`src/rtl/noc_pkg.sv`:
```
// Shared NoC definitions: flit type codes, head-flit field offsets, FIFO beat
// layout, FSM states and flit builders used by the local network interfaces.
package noc_pkg;

    localparam int unsigned NOC_FLIT_W  = 32;
    localparam int unsigned NOC_COORD_W = 2;
    localparam int unsigned SEQ_W       = 8;
    localparam int unsigned TYPE_W      = 2;
    localparam int unsigned PAYLOAD_W   = NOC_FLIT_W - TYPE_W;

    localparam int unsigned TYPE_LSB   = 30;
    localparam int unsigned DEST_X_LSB = 28;
    localparam int unsigned DEST_Y_LSB = 26;
    localparam int unsigned SRC_X_LSB  = 24;
    localparam int unsigned SRC_Y_LSB  = 22;
    localparam int unsigned SEQ_LSB    = 14;

    typedef enum logic [TYPE_W-1:0] {
        FLIT_IDLE = 2'b00,
        FLIT_HEAD = 2'b01,
        FLIT_BODY = 2'b10,
        FLIT_TAIL = 2'b11
    } flit_type_e;

    typedef enum logic [1:0] {
        ST_IDLE    = 2'd0,
        ST_HEAD    = 2'd1,
        ST_PAYLOAD = 2'd2
    } inj_state_e;

    // One buffered core beat; dest fields are only meaningful when first=1.
    typedef struct packed {
        logic                   first;
        logic                   last;
        logic [NOC_COORD_W-1:0] dest_x;
        logic [NOC_COORD_W-1:0] dest_y;
        logic [PAYLOAD_W-1:0]   data;
    } beat_t;

    localparam int unsigned BEAT_W = $bits(beat_t);

    function automatic logic [NOC_FLIT_W-1:0] build_head(
        input logic [NOC_COORD_W-1:0] dest_x,
        input logic [NOC_COORD_W-1:0] dest_y,
        input logic [NOC_COORD_W-1:0] src_x,
        input logic [NOC_COORD_W-1:0] src_y,
        input logic [SEQ_W-1:0]       seq
    );
        logic [NOC_FLIT_W-1:0] f;
        f                            = '0;
        f[TYPE_LSB   +: TYPE_W]      = FLIT_HEAD;
        f[DEST_X_LSB +: NOC_COORD_W] = dest_x;
        f[DEST_Y_LSB +: NOC_COORD_W] = dest_y;
        f[SRC_X_LSB  +: NOC_COORD_W] = src_x;
        f[SRC_Y_LSB  +: NOC_COORD_W] = src_y;
        f[SEQ_LSB    +: SEQ_W]       = seq;
        return f;
    endfunction

    function automatic logic [NOC_FLIT_W-1:0] build_payload(input beat_t b);
        logic [TYPE_W-1:0] t;
        t = b.last ? FLIT_TAIL : FLIT_BODY;
        return {t, b.data};
    endfunction

endpackage

```
`src/rtl/noc_flit_fifo.sv`:
```
// Synchronous FIFO with wrap-bit pointers; exposes registered full/empty flags
// plus their next-cycle values so a client can register its own status outputs.
module noc_flit_fifo #(
    parameter int unsigned DEPTH = 4,
    parameter int unsigned WIDTH = 32
) (
    input  logic             clk,
    input  logic             rst_n,
    input  logic             push_i,
    input  logic [WIDTH-1:0] wdata_i,
    input  logic             pop_i,
    output logic [WIDTH-1:0] rdata_o,
    output logic             full_o,
    output logic             empty_o,
    output logic             full_d_o,
    output logic             empty_d_o
);

    localparam int unsigned AW = (DEPTH > 1) ? $clog2(DEPTH) : 1;
    localparam int unsigned PW = AW + 1;

    logic [WIDTH-1:0] mem_q [DEPTH];
    logic [PW-1:0]    wr_ptr_q, wr_ptr_d;
    logic [PW-1:0]    rd_ptr_q, rd_ptr_d;
    logic             full_q, full_d;
    logic             empty_q, empty_d;
    logic             push_ok, pop_ok;

    // Full when pointers differ only in the wrap bit; push and pop may coincide.
    always_comb begin
        push_ok  = push_i && !full_q;
        pop_ok   = pop_i && !empty_q;
        wr_ptr_d = wr_ptr_q + PW'(push_ok);
        rd_ptr_d = rd_ptr_q + PW'(pop_ok);
        empty_d  = (wr_ptr_d == rd_ptr_d);
        full_d   = (wr_ptr_d[AW] != rd_ptr_d[AW]) &&
                   (wr_ptr_d[AW-1:0] == rd_ptr_d[AW-1:0]);
    end

    always_ff @(posedge clk or negedge rst_n) begin
        if (!rst_n) begin
            wr_ptr_q <= '0;
            rd_ptr_q <= '0;
            full_q   <= 1'b0;
            empty_q  <= 1'b1;
        end else begin
            wr_ptr_q <= wr_ptr_d;
            rd_ptr_q <= rd_ptr_d;
            full_q   <= full_d;
            empty_q  <= empty_d;
        end
    end

    always_ff @(posedge clk) begin
        if (push_ok) begin
            mem_q[wr_ptr_q[AW-1:0]] <= wdata_i;
        end
    end

    assign rdata_o   = mem_q[rd_ptr_q[AW-1:0]];
    assign full_o    = full_q;
    assign empty_o   = empty_q;
    assign full_d_o  = full_d;
    assign empty_d_o = empty_d;

endmodule

```
`src/rtl/noc_packet_injector.sv`:
```
// Transmit-side network interface: buffers core beats and emits them as
// HEAD/BODY/TAIL flits on one router input port with valid/ready handshake.
module noc_packet_injector
    import noc_pkg::*;
#(
    parameter int unsigned BUS_WIDTH  = 32,
    parameter int unsigned COORD_W    = 2,
    parameter int unsigned NODE_X     = 0,
    parameter int unsigned NODE_Y     = 0,
    parameter int unsigned FIFO_DEPTH = 4
) (
    input  logic                 clk,
    input  logic                 rst_n,
    input  logic                 core_valid,
    output logic                 core_ready,
    input  logic [BUS_WIDTH-3:0] core_data,
    input  logic                 core_last,
    input  logic [COORD_W-1:0]   core_dest_x,
    input  logic [COORD_W-1:0]   core_dest_y,
    output logic [BUS_WIDTH-1:0] flit_out,
    input  logic                 flit_ready,
    output logic                 busy
);

    inj_state_e           state_q, state_d;
    logic [BUS_WIDTH-1:0] flit_q, flit_d;
    logic [SEQ_W-1:0]     seq_q, seq_d;
    logic                 first_q, first_d;
    logic                 core_ready_q;
    logic                 busy_q, busy_d;

    beat_t                push_beat;
    beat_t                head_beat;
    logic                 push, pop;
    logic                 fifo_full, fifo_empty, fifo_full_d, fifo_empty_d;
    logic [TYPE_W-1:0]    flit_type;
    logic                 xfer;

    assign push      = core_valid && !fifo_full;
    assign push_beat = '{first:  first_q,
                         last:   core_last,
                         dest_x: core_dest_x,
                         dest_y: core_dest_y,
                         data:   core_data};

    noc_flit_fifo #(
        .DEPTH (FIFO_DEPTH),
        .WIDTH (BEAT_W)
    ) u_fifo (
        .clk       (clk),
        .rst_n     (rst_n),
        .push_i    (push),
        .wdata_i   (push_beat),
        .pop_i     (pop),
        .rdata_o   (head_beat),
        .full_o    (fifo_full),
        .empty_o   (fifo_empty),
        .full_d_o  (fifo_full_d),
        .empty_d_o (fifo_empty_d)
    );

    assign flit_type = flit_q[TYPE_LSB +: TYPE_W];
    assign xfer      = (flit_type != FLIT_IDLE) && flit_ready;

    // Next-state logic: HEAD is built without popping so the beat still
    // supplies the first payload flit once the head has been accepted.
    always_comb begin
        state_d = state_q;
        flit_d  = flit_q;
        seq_d   = seq_q;
        pop     = 1'b0;
        first_d = push ? core_last : first_q;

        unique case (state_q)
            ST_IDLE: begin
                if (!fifo_empty) begin
                    if (head_beat.first) begin
                        flit_d  = build_head(head_beat.dest_x, head_beat.dest_y,
                                             NOC_COORD_W'(NODE_X), NOC_COORD_W'(NODE_Y),
                                             seq_q);
                        state_d = ST_HEAD;
                    end else begin
                        pop = 1'b1;
                    end
                end
            end
            ST_HEAD: begin
                if (xfer) begin
                    pop     = 1'b1;
                    flit_d  = build_payload(head_beat);
                    seq_d   = seq_q + SEQ_W'(1);
                    state_d = ST_PAYLOAD;
                end
            end
            ST_PAYLOAD: begin
                if (xfer || flit_type == FLIT_IDLE) begin
                    if (flit_type == FLIT_TAIL) begin
                        flit_d  = '0;
                        state_d = ST_IDLE;
                    end else if (!fifo_empty) begin
                        pop    = 1'b1;
                        flit_d = build_payload(head_beat);
                    end else begin
                        flit_d = '0;
                    end
                end
            end
            default: begin
                flit_d  = '0;
                state_d = ST_IDLE;
            end
        endcase

        busy_d = (state_d != ST_IDLE) || !fifo_empty_d;
    end

    always_ff @(posedge clk or negedge rst_n) begin
        if (!rst_n) begin
            state_q      <= ST_IDLE;
            flit_q       <= '0;
            seq_q        <= '0;
            first_q      <= 1'b1;
            core_ready_q <= 1'b1;
            busy_q       <= 1'b0;
        end else begin
            state_q      <= state_d;
            flit_q       <= flit_d;
            seq_q        <= seq_d;
            first_q      <= first_d;
            core_ready_q <= !fifo_full_d;
            busy_q       <= busy_d;
        end
    end

    assign flit_out   = flit_q;
    assign core_ready = core_ready_q;
    assign busy       = busy_q;

    // A presented flit must not change until the router takes it.
    flit_hold_a: assert property (@(posedge clk) disable iff (!rst_n)
        (flit_type != FLIT_IDLE && !flit_ready) |=> $stable(flit_q));

endmodule
```
`config.mk`:
```
export PLATFORM = sky130hd
export DESIGN_NAME = noc_packet_injector
export DESIGN_NICKNAME = d
export VERILOG_FILES = /design/src/rtl/noc_pkg.sv /design/src/rtl/noc_flit_fifo.sv /design/src/rtl/noc_packet_injector.sv
export SDC_FILE = /design/constraint.sdc
export NUM_CORES = 1
export LEC_CHECK = 0
export ABC_AREA = 1
export CORE_MARGIN = 2
export CORE_UTILIZATION = 57
export CTS_CLUSTER_SIZE = 8
export DETAILED_ROUTE_END_ITERATION = 12
export MAX_ROUTING_LAYER = met4
export PLACE_DENSITY_LB_ADDON = 0.3
export SLEW_MARGIN = 0
export SYNTH_ARGS = -nofsm -noshare
export SYNTH_HDL_FRONTEND = slang
export SYNTH_SLANG_ARGS = --single-unit
```
`constraint.sdc`:
```
create_clock -name clk -period 4.2 [get_ports clk]
set_input_delay 1.26 -clock clk [delete_from_list [all_inputs] [get_ports clk]]
set_output_delay 1.26 -clock clk [all_outputs]
set_load 0.05 [all_outputs]
```
==> flow_summary.toml, run 1 <==
[outcome]
status = "finished, final reports clean"

[global_route]
grt_pass1_vias = 5361
gr-usage-all-layers_pct = 24.1
grt_pass1_wl_microns = 26400
antenna_found_initial = 0
grt_max_degree = 74
grt-ovfl-total = 0

[timing]
clock_skew_ns = 0.00854
rsz0062_at_grt = "no"
final-max-slew-violation-count = 0
relSlewSlack_pct = 30.9
finalHoldViolCount = 0
final.period_utilization_pct = 81.3
fmax_mhz = 293
worst_pin_slew_ns = 1.04
worst_slack_ns = 0.786
fin_crit_ns = 3.41
setup-violations-final = 0

[synthesis]
ys_seq_elements = 197
ys_seq_area_share_pct = 69.8
ys_types = 28
synth_warnings = 0
synth_area_sq_mm = 0.00810
synthCells = 750
synth.avg_cell_area_sq_um = 10.8
synth_nets = 794

[clocking]
tritoncts = "built"
clock-sinks = 197
htreeDepth = 4
clk_latency_ns = 0.43
clk_pin_slew_ns = 0.06
cts-root-buf = "clkbuf_16"
cts_buffers = 17
cts.repair.resized = 0
postCtsSetupBuffers = 0
clockBufferDepth = 2
cts_hold_buffers = 0

[worst_setup_path]
crit_arrival_ns = 3.72
cp.required_ns = 4.51
start_kind = "input pin"
cp_max_fo = 19
crit_type = "input pin to flip-flop"
rr_worst_depth = 12
r2r-end = "busy"
crit_path_end_kind = "flip-flop"
r2r_slack_ns = 1.52
r2r_start = "u_fifo.rd_ptr_q[0]"

[flow_run]
max_cap_viol_count = 0

[routing]
wirelength_microns = 16900
drt-wirelength-per-cell_microns = 16.6
firstDrtPassIters = 5
dr_total_vias = 5499
drt_drc_violations_left = 0
drtIter0Drc = 504
via_per_inst = 5.41
postRouteAntennaNets = 0

[floorplan]
coreArea_sq_mm = 0.0139
die-height_microns = 123
die_w_microns = 123
dieArea_sq_mm = 0.0152
rows = 43
ioPinCount = 73
start_util_pct = 58.3

[placement]
placed_cells = 984
dp_hpwl_microns = 9860
gp_congestion = 0.926
place_area_sq_mm = 0.00902
port_buffers = 72
pre_cts_slack_ns = 0.372

[worst_hold_path]
whs_path_depth = 2
min_from = "flit_out[9]"
min_to = "flit_out[9]"
hold_class = "flip-flop to flip-flop"

[final_layout]
final_nets = 867
layout_common_cells = "nand2_1 (237), edfxtp_1 (144), inv_1 (88), clkdlybuf4s50_1 (71), nand3_1 (58)"
fin_cells = 1016
final_util_pct = 68.9
drive_gt1_share_pct = 7.06
diodes = 0
final_cell_area_sq_mm = 0.00956
layout_commonest_cell = "nand2_1"
syn2layout_area_growth_pct = 18.1

[power]
p_leak_nw = 4.10
power.density_mw_per_mm2 = 750
ir_worst_vdd_uv = 492
-- logic make-up (layout without fill, tap and decap cells) --
group,count (synthesis),after routing,share of synthesized area [%]
DFF,197,197,69.8
buffers and inverters,120,206,6.10
adders and majority gates,5,5,0.773
and+or+nand+nor,356,356,17.9
AOI/OAI and AO/OA,62,62,4.34
xor gates and xnor gates,10,10,1.08
-- per-layer routing --
layer	vias up	wire length [microns]	GRT usage, %	share of wire [%]
met5	-	0	-	0
met4	0	466	10.3	2.8
met3	48	1080	5.72	6.4
met2	212	8450	38.4	50
met1	2640	6880	29.7	41
li1	2599	-	-	-
-- worst max-delay path: stages --
cell             delay (ns)
clkdlybuf4s50_1        0.52
inv_1                  0.08
nor2_2                 0.15
nand2_2                0.16
o21ai_4                0.27
inv_1                  0.13
a21oi_1                0.17
ha_1                   0.16
ha_1                   0.26
xnor2_1                0.18
o21ai_0                0.13
nor2_1                 0.17
nand2_1                0.07
-- stage by stage --
stage | power [mW] | TNS, ns | hold slack (ns)
3_3_place_gp | 5.58 | 0 | 0.455
3_5_place_dp | 5.70 | 0 | 0.457
5_1_grt | 7.60 | 0 | 0.500
4_1_cts | 7.20 | 0 | 0.473
6_report | 7.17 | 0 | 0.471
2_1_floorplan | 4.87 | -41.03 | 0.447
-- cell type report --
class	count	area, sq um
multi-input cells	433	1970
flip-flops and latches	197	5660
fillers	963	4320
clock buffers	25	498
clock inverters	7	42.5
repair buffers	84	831
inverters	90	340
well taps	180	225
-- registers in the layout, indices dropped and copies added (netlist names) --
signal	flops
u_fifo.mem_q	144
flit_out	32
seq_q	8
u_fifo.rd_ptr_q	3
u_fifo.wr_ptr_q	3
state_q	2
busy	1
core_ready	1
first_q	1
u_fifo.empty_o	1
u_fifo.full_o	1
-- power breakdown --
| group | switching [mW] | internal (mW) |
|---|---|---|
| registers | 0.213 | 2.59 |
| logic | 2.02 | 0.857 |
| clock network | 0.660 | 0.830 |
-- cells in the mapped netlist --
master	count	area share, %
nand3_2	1	0.12
nand3_1	58	3.6
dfrtp_1	50	15
inv_4	1	0.077
a21oi_2	1	0.11
inv_2	1	0.046
nor2_2	4	0.31
o21ai_2	1	0.11
xor2_1	4	0.43
inv_1	88	4.1
o22ai_1	18	1.4
nor3_1	5	0.31
o21ai_4	1	0.20
xnor2_1	6	0.65
clkbuf_1	19	0.88
o21ai_0	40	2.5
nand2_2	2	0.15
ha_1	5	0.77
buf_2	6	0.37
buf_6	4	0.56
nand4_1	1	0.077
dfstp_2	3	0.97
a21oi_1	1	0.062
nand2_1	237	11
edfxtp_1	144	53
buf_4	1	0.093
nand2_4	1	0.14
nor2_1	47	2.2
-- how the worst max path moves through the flow --
stage          startpoint            endpoint  slack, ns  cells past startpoint
5_1_grt        flit_ready                busy       0.58                     13
6_report       flit_ready                busy       0.79                     13
2_1_floorplan  core_valid  u_fifo.mem_q[0][0]      -0.28                      4
4_1_cts        flit_ready                busy       0.78                     13
3_5_place_dp   flit_ready                busy       0.37                     13
3_3_place_gp   flit_ready                busy       0.53                     11
No activity file was read; power rests on OpenSTA's default activity.
==> run 2: changes to the inputs <==
--- a/config.mk
+++ b/config.mk
@@ -7,7 +7,7 @@
 export LEC_CHECK = 0
 export ABC_AREA = 1
 export CORE_MARGIN = 2
-export CORE_UTILIZATION = 57
+export CORE_UTILIZATION = 52
 export CTS_CLUSTER_SIZE = 8
 export DETAILED_ROUTE_END_ITERATION = 12
 export MAX_ROUTING_LAYER = met4
==> constraint.sdc (replaced) <==
create_clock -name clk -period 3.1 [get_ports clk]
set_input_delay 0.93 -clock clk [delete_from_list [all_inputs] [get_ports clk]]
set_output_delay 0.93 -clock clk [all_outputs]
set_load 0.05 [all_outputs]
==> run 2 against run 1 <==
Effect of this change:
- critical path type is now flip-flop to primary output
- first-iteration DRC count shrank 8.3%
- via count shrank 1.2%
- non-clock buffer count grew 3
- cell area grew 0.38%
- flip-flop and latch count is the same
- sequential share of layout area shrank 0.22 points
- sequential power grew 36%
- total power grew 35%
- die area grew 9.3%
==> flow_summary.toml, run 2 (synthesis gave the netlist of run 1 again) <==
[floorplan]
die_w_microns = 129
coreArea_sq_mm = 0.0152
start_util_pct = 53.3
die-height_microns = 129
dieArea_sq_mm = 0.0166
ioPinCount = 73
rows = 45

[outcome]
status = "finished, final reports clean"

[clocking]
cts_hold_buffers = 0
cts.repair.resized = 0
tritoncts = "built"
cts-root-buf = "clkbuf_16"
clockBufferDepth = 2
htreeDepth = 4
clk_latency_ns = 0.43
cts_buffers = 17
clk_pin_slew_ns = 0.07
postCtsSetupBuffers = 0
clock-sinks = 197

[worst_setup_path]
r2r_slack_ns = 0.66
cp.required_ns = 2.17
rr_worst_depth = 12
crit_type = "flip-flop to primary output"
r2r_start = "u_fifo.rd_ptr_q[0]"
crit_path_end_kind = "primary output"
r2r-end = "busy"
path_buf_inv = 1
cp_cell_sequence = "clkdlybuf4s50_1"
start_kind = "flip-flop"
cp_max_fo = 1
crit_path_max_incr_delay_ns = 0.79
cpLargestDelayFamily = "buffers and inverters"
cp_slowest_cell = "clkdlybuf4s50_1"
crit_arrival_ns = 1.73

[timing]
fmax_mhz = 376
final-max-slew-violation-count = 0
setup-violations-final = 0
fin_crit_ns = 2.66
hold_slack_ns = 0.479
rsz0062_at_grt = "no"
setup_tns_ns = 0
relSlewSlack_pct = 56.3
final.period_utilization_pct = 85.9
finalHoldViolCount = 0
clock_skew_ns = 0.00990
worst_pin_slew_ns = 0.656

[placement]
port_buffers = 72
dp_hpwl_microns = 10300
gp_congestion = 0.819
place_area_sq_mm = 0.00906

[worst_hold_path]
min_from = "u_fifo.wr_ptr_q[2]"
min_to = "u_fifo.wr_ptr_q[2]"
whs_path_depth = 1
hold_class = "flip-flop to flip-flop"

[global_route]
grt_max_degree = 55
grt_pass1_wl_microns = 27200
grt_pass1_vias = 5496
gr-usage-all-layers_pct = 22.4
antenna_found_initial = 0
grt-ovfl-total = 0

[routing]
drt_drc_violations_left = 0
drt-wirelength-per-cell_microns = 16.2
via_per_inst = 5.29
drtIter0Drc = 462
dr_total_vias = 5433
wirelength_microns = 16700
postRouteAntennaNets = 0
firstDrtPassIters = 5

[flow_run]
max_cap_viol_count = 0

[final_layout]
final_cell_area_sq_mm = 0.00960
syn2layout_area_growth_pct = 18.5
final_nets = 870
final_util_pct = 63.1
drive_gt1_share_pct = 7.75
largest_reg_flops = 144
layout_commonest_cell = "nand2_1"
diodes = 0
layout_common_cells = "nand2_1 (237), edfxtp_1 (144), inv_1 (88), clkdlybuf4s50_1 (71), nand3_1 (58)"

[power]
total_power_mw = 9.67
ir_worst_vdd_uv = 549
power.density_mw_per_mm2 = 1010
p_leak_nw = 4.11
## run 2: cell types whose count changed in the layout (fill, tap and decap cells not counted), sizes merged
cell	delta
clkinv	+5
clkbuf	-7
buf	+3
clkinvlp	+2
## run 2: where the power goes
part,switching (mW),internal (mW),leakage (nW)
registers,0.315,3.51,2.00
clock network,0.961,1.04,0.259
logic,2.67,1.18,1.85
total,3.95,5.72,4.11
## run 2: per-layer routing
metal | share of wire (%) | global-route usage (%) | up-vias
met5 | 0 | - | -
met4 | 0.97 | 7.16 | 0
met3 | 4.9 | 5.32 | 14
met2 | 51 | 37.8 | 134
met1 | 43 | 26.7 | 2679
li1 | - | - | 2606
## run 2: worst max path at each step
| stage | start | to | slack [ns] | depth (start not counted) |
|---|---|---|---|---|
| 3_5_place_dp | flit_ready | busy | 0.06 | 13 |
| 6_report | core_ready | core_ready | 0.44 | 1 |
| 2_1_floorplan | core_valid | u_fifo.mem_q[0][0] | -1.05 | 4 |
| 5_1_grt | flit_ready | busy | 0.34 | 13 |
| 4_1_cts | core_ready | core_ready | 0.42 | 1 |
| 3_3_place_gp | flit_ready | busy | 0.14 | 13 |
## run 2: area by class of cell
type                       instances  area (sq um)
clock buffer                      18           429
clock inverter                    14           103
fill                            1156          5610
inverter                          90           340
multi-input combinational        433          1970
sequential                       197          5660
tap                              188           235
timing repair buffer              87           866
## run 2: per-stage QoR
stage	std cells	worst slack [ns]
after floorplan	750	-1.05
after global placement	995	0.143
after detailed placement	995	0.0626
after CTS	1027	0.415
after global routing	1027	0.341
final	1027	0.438
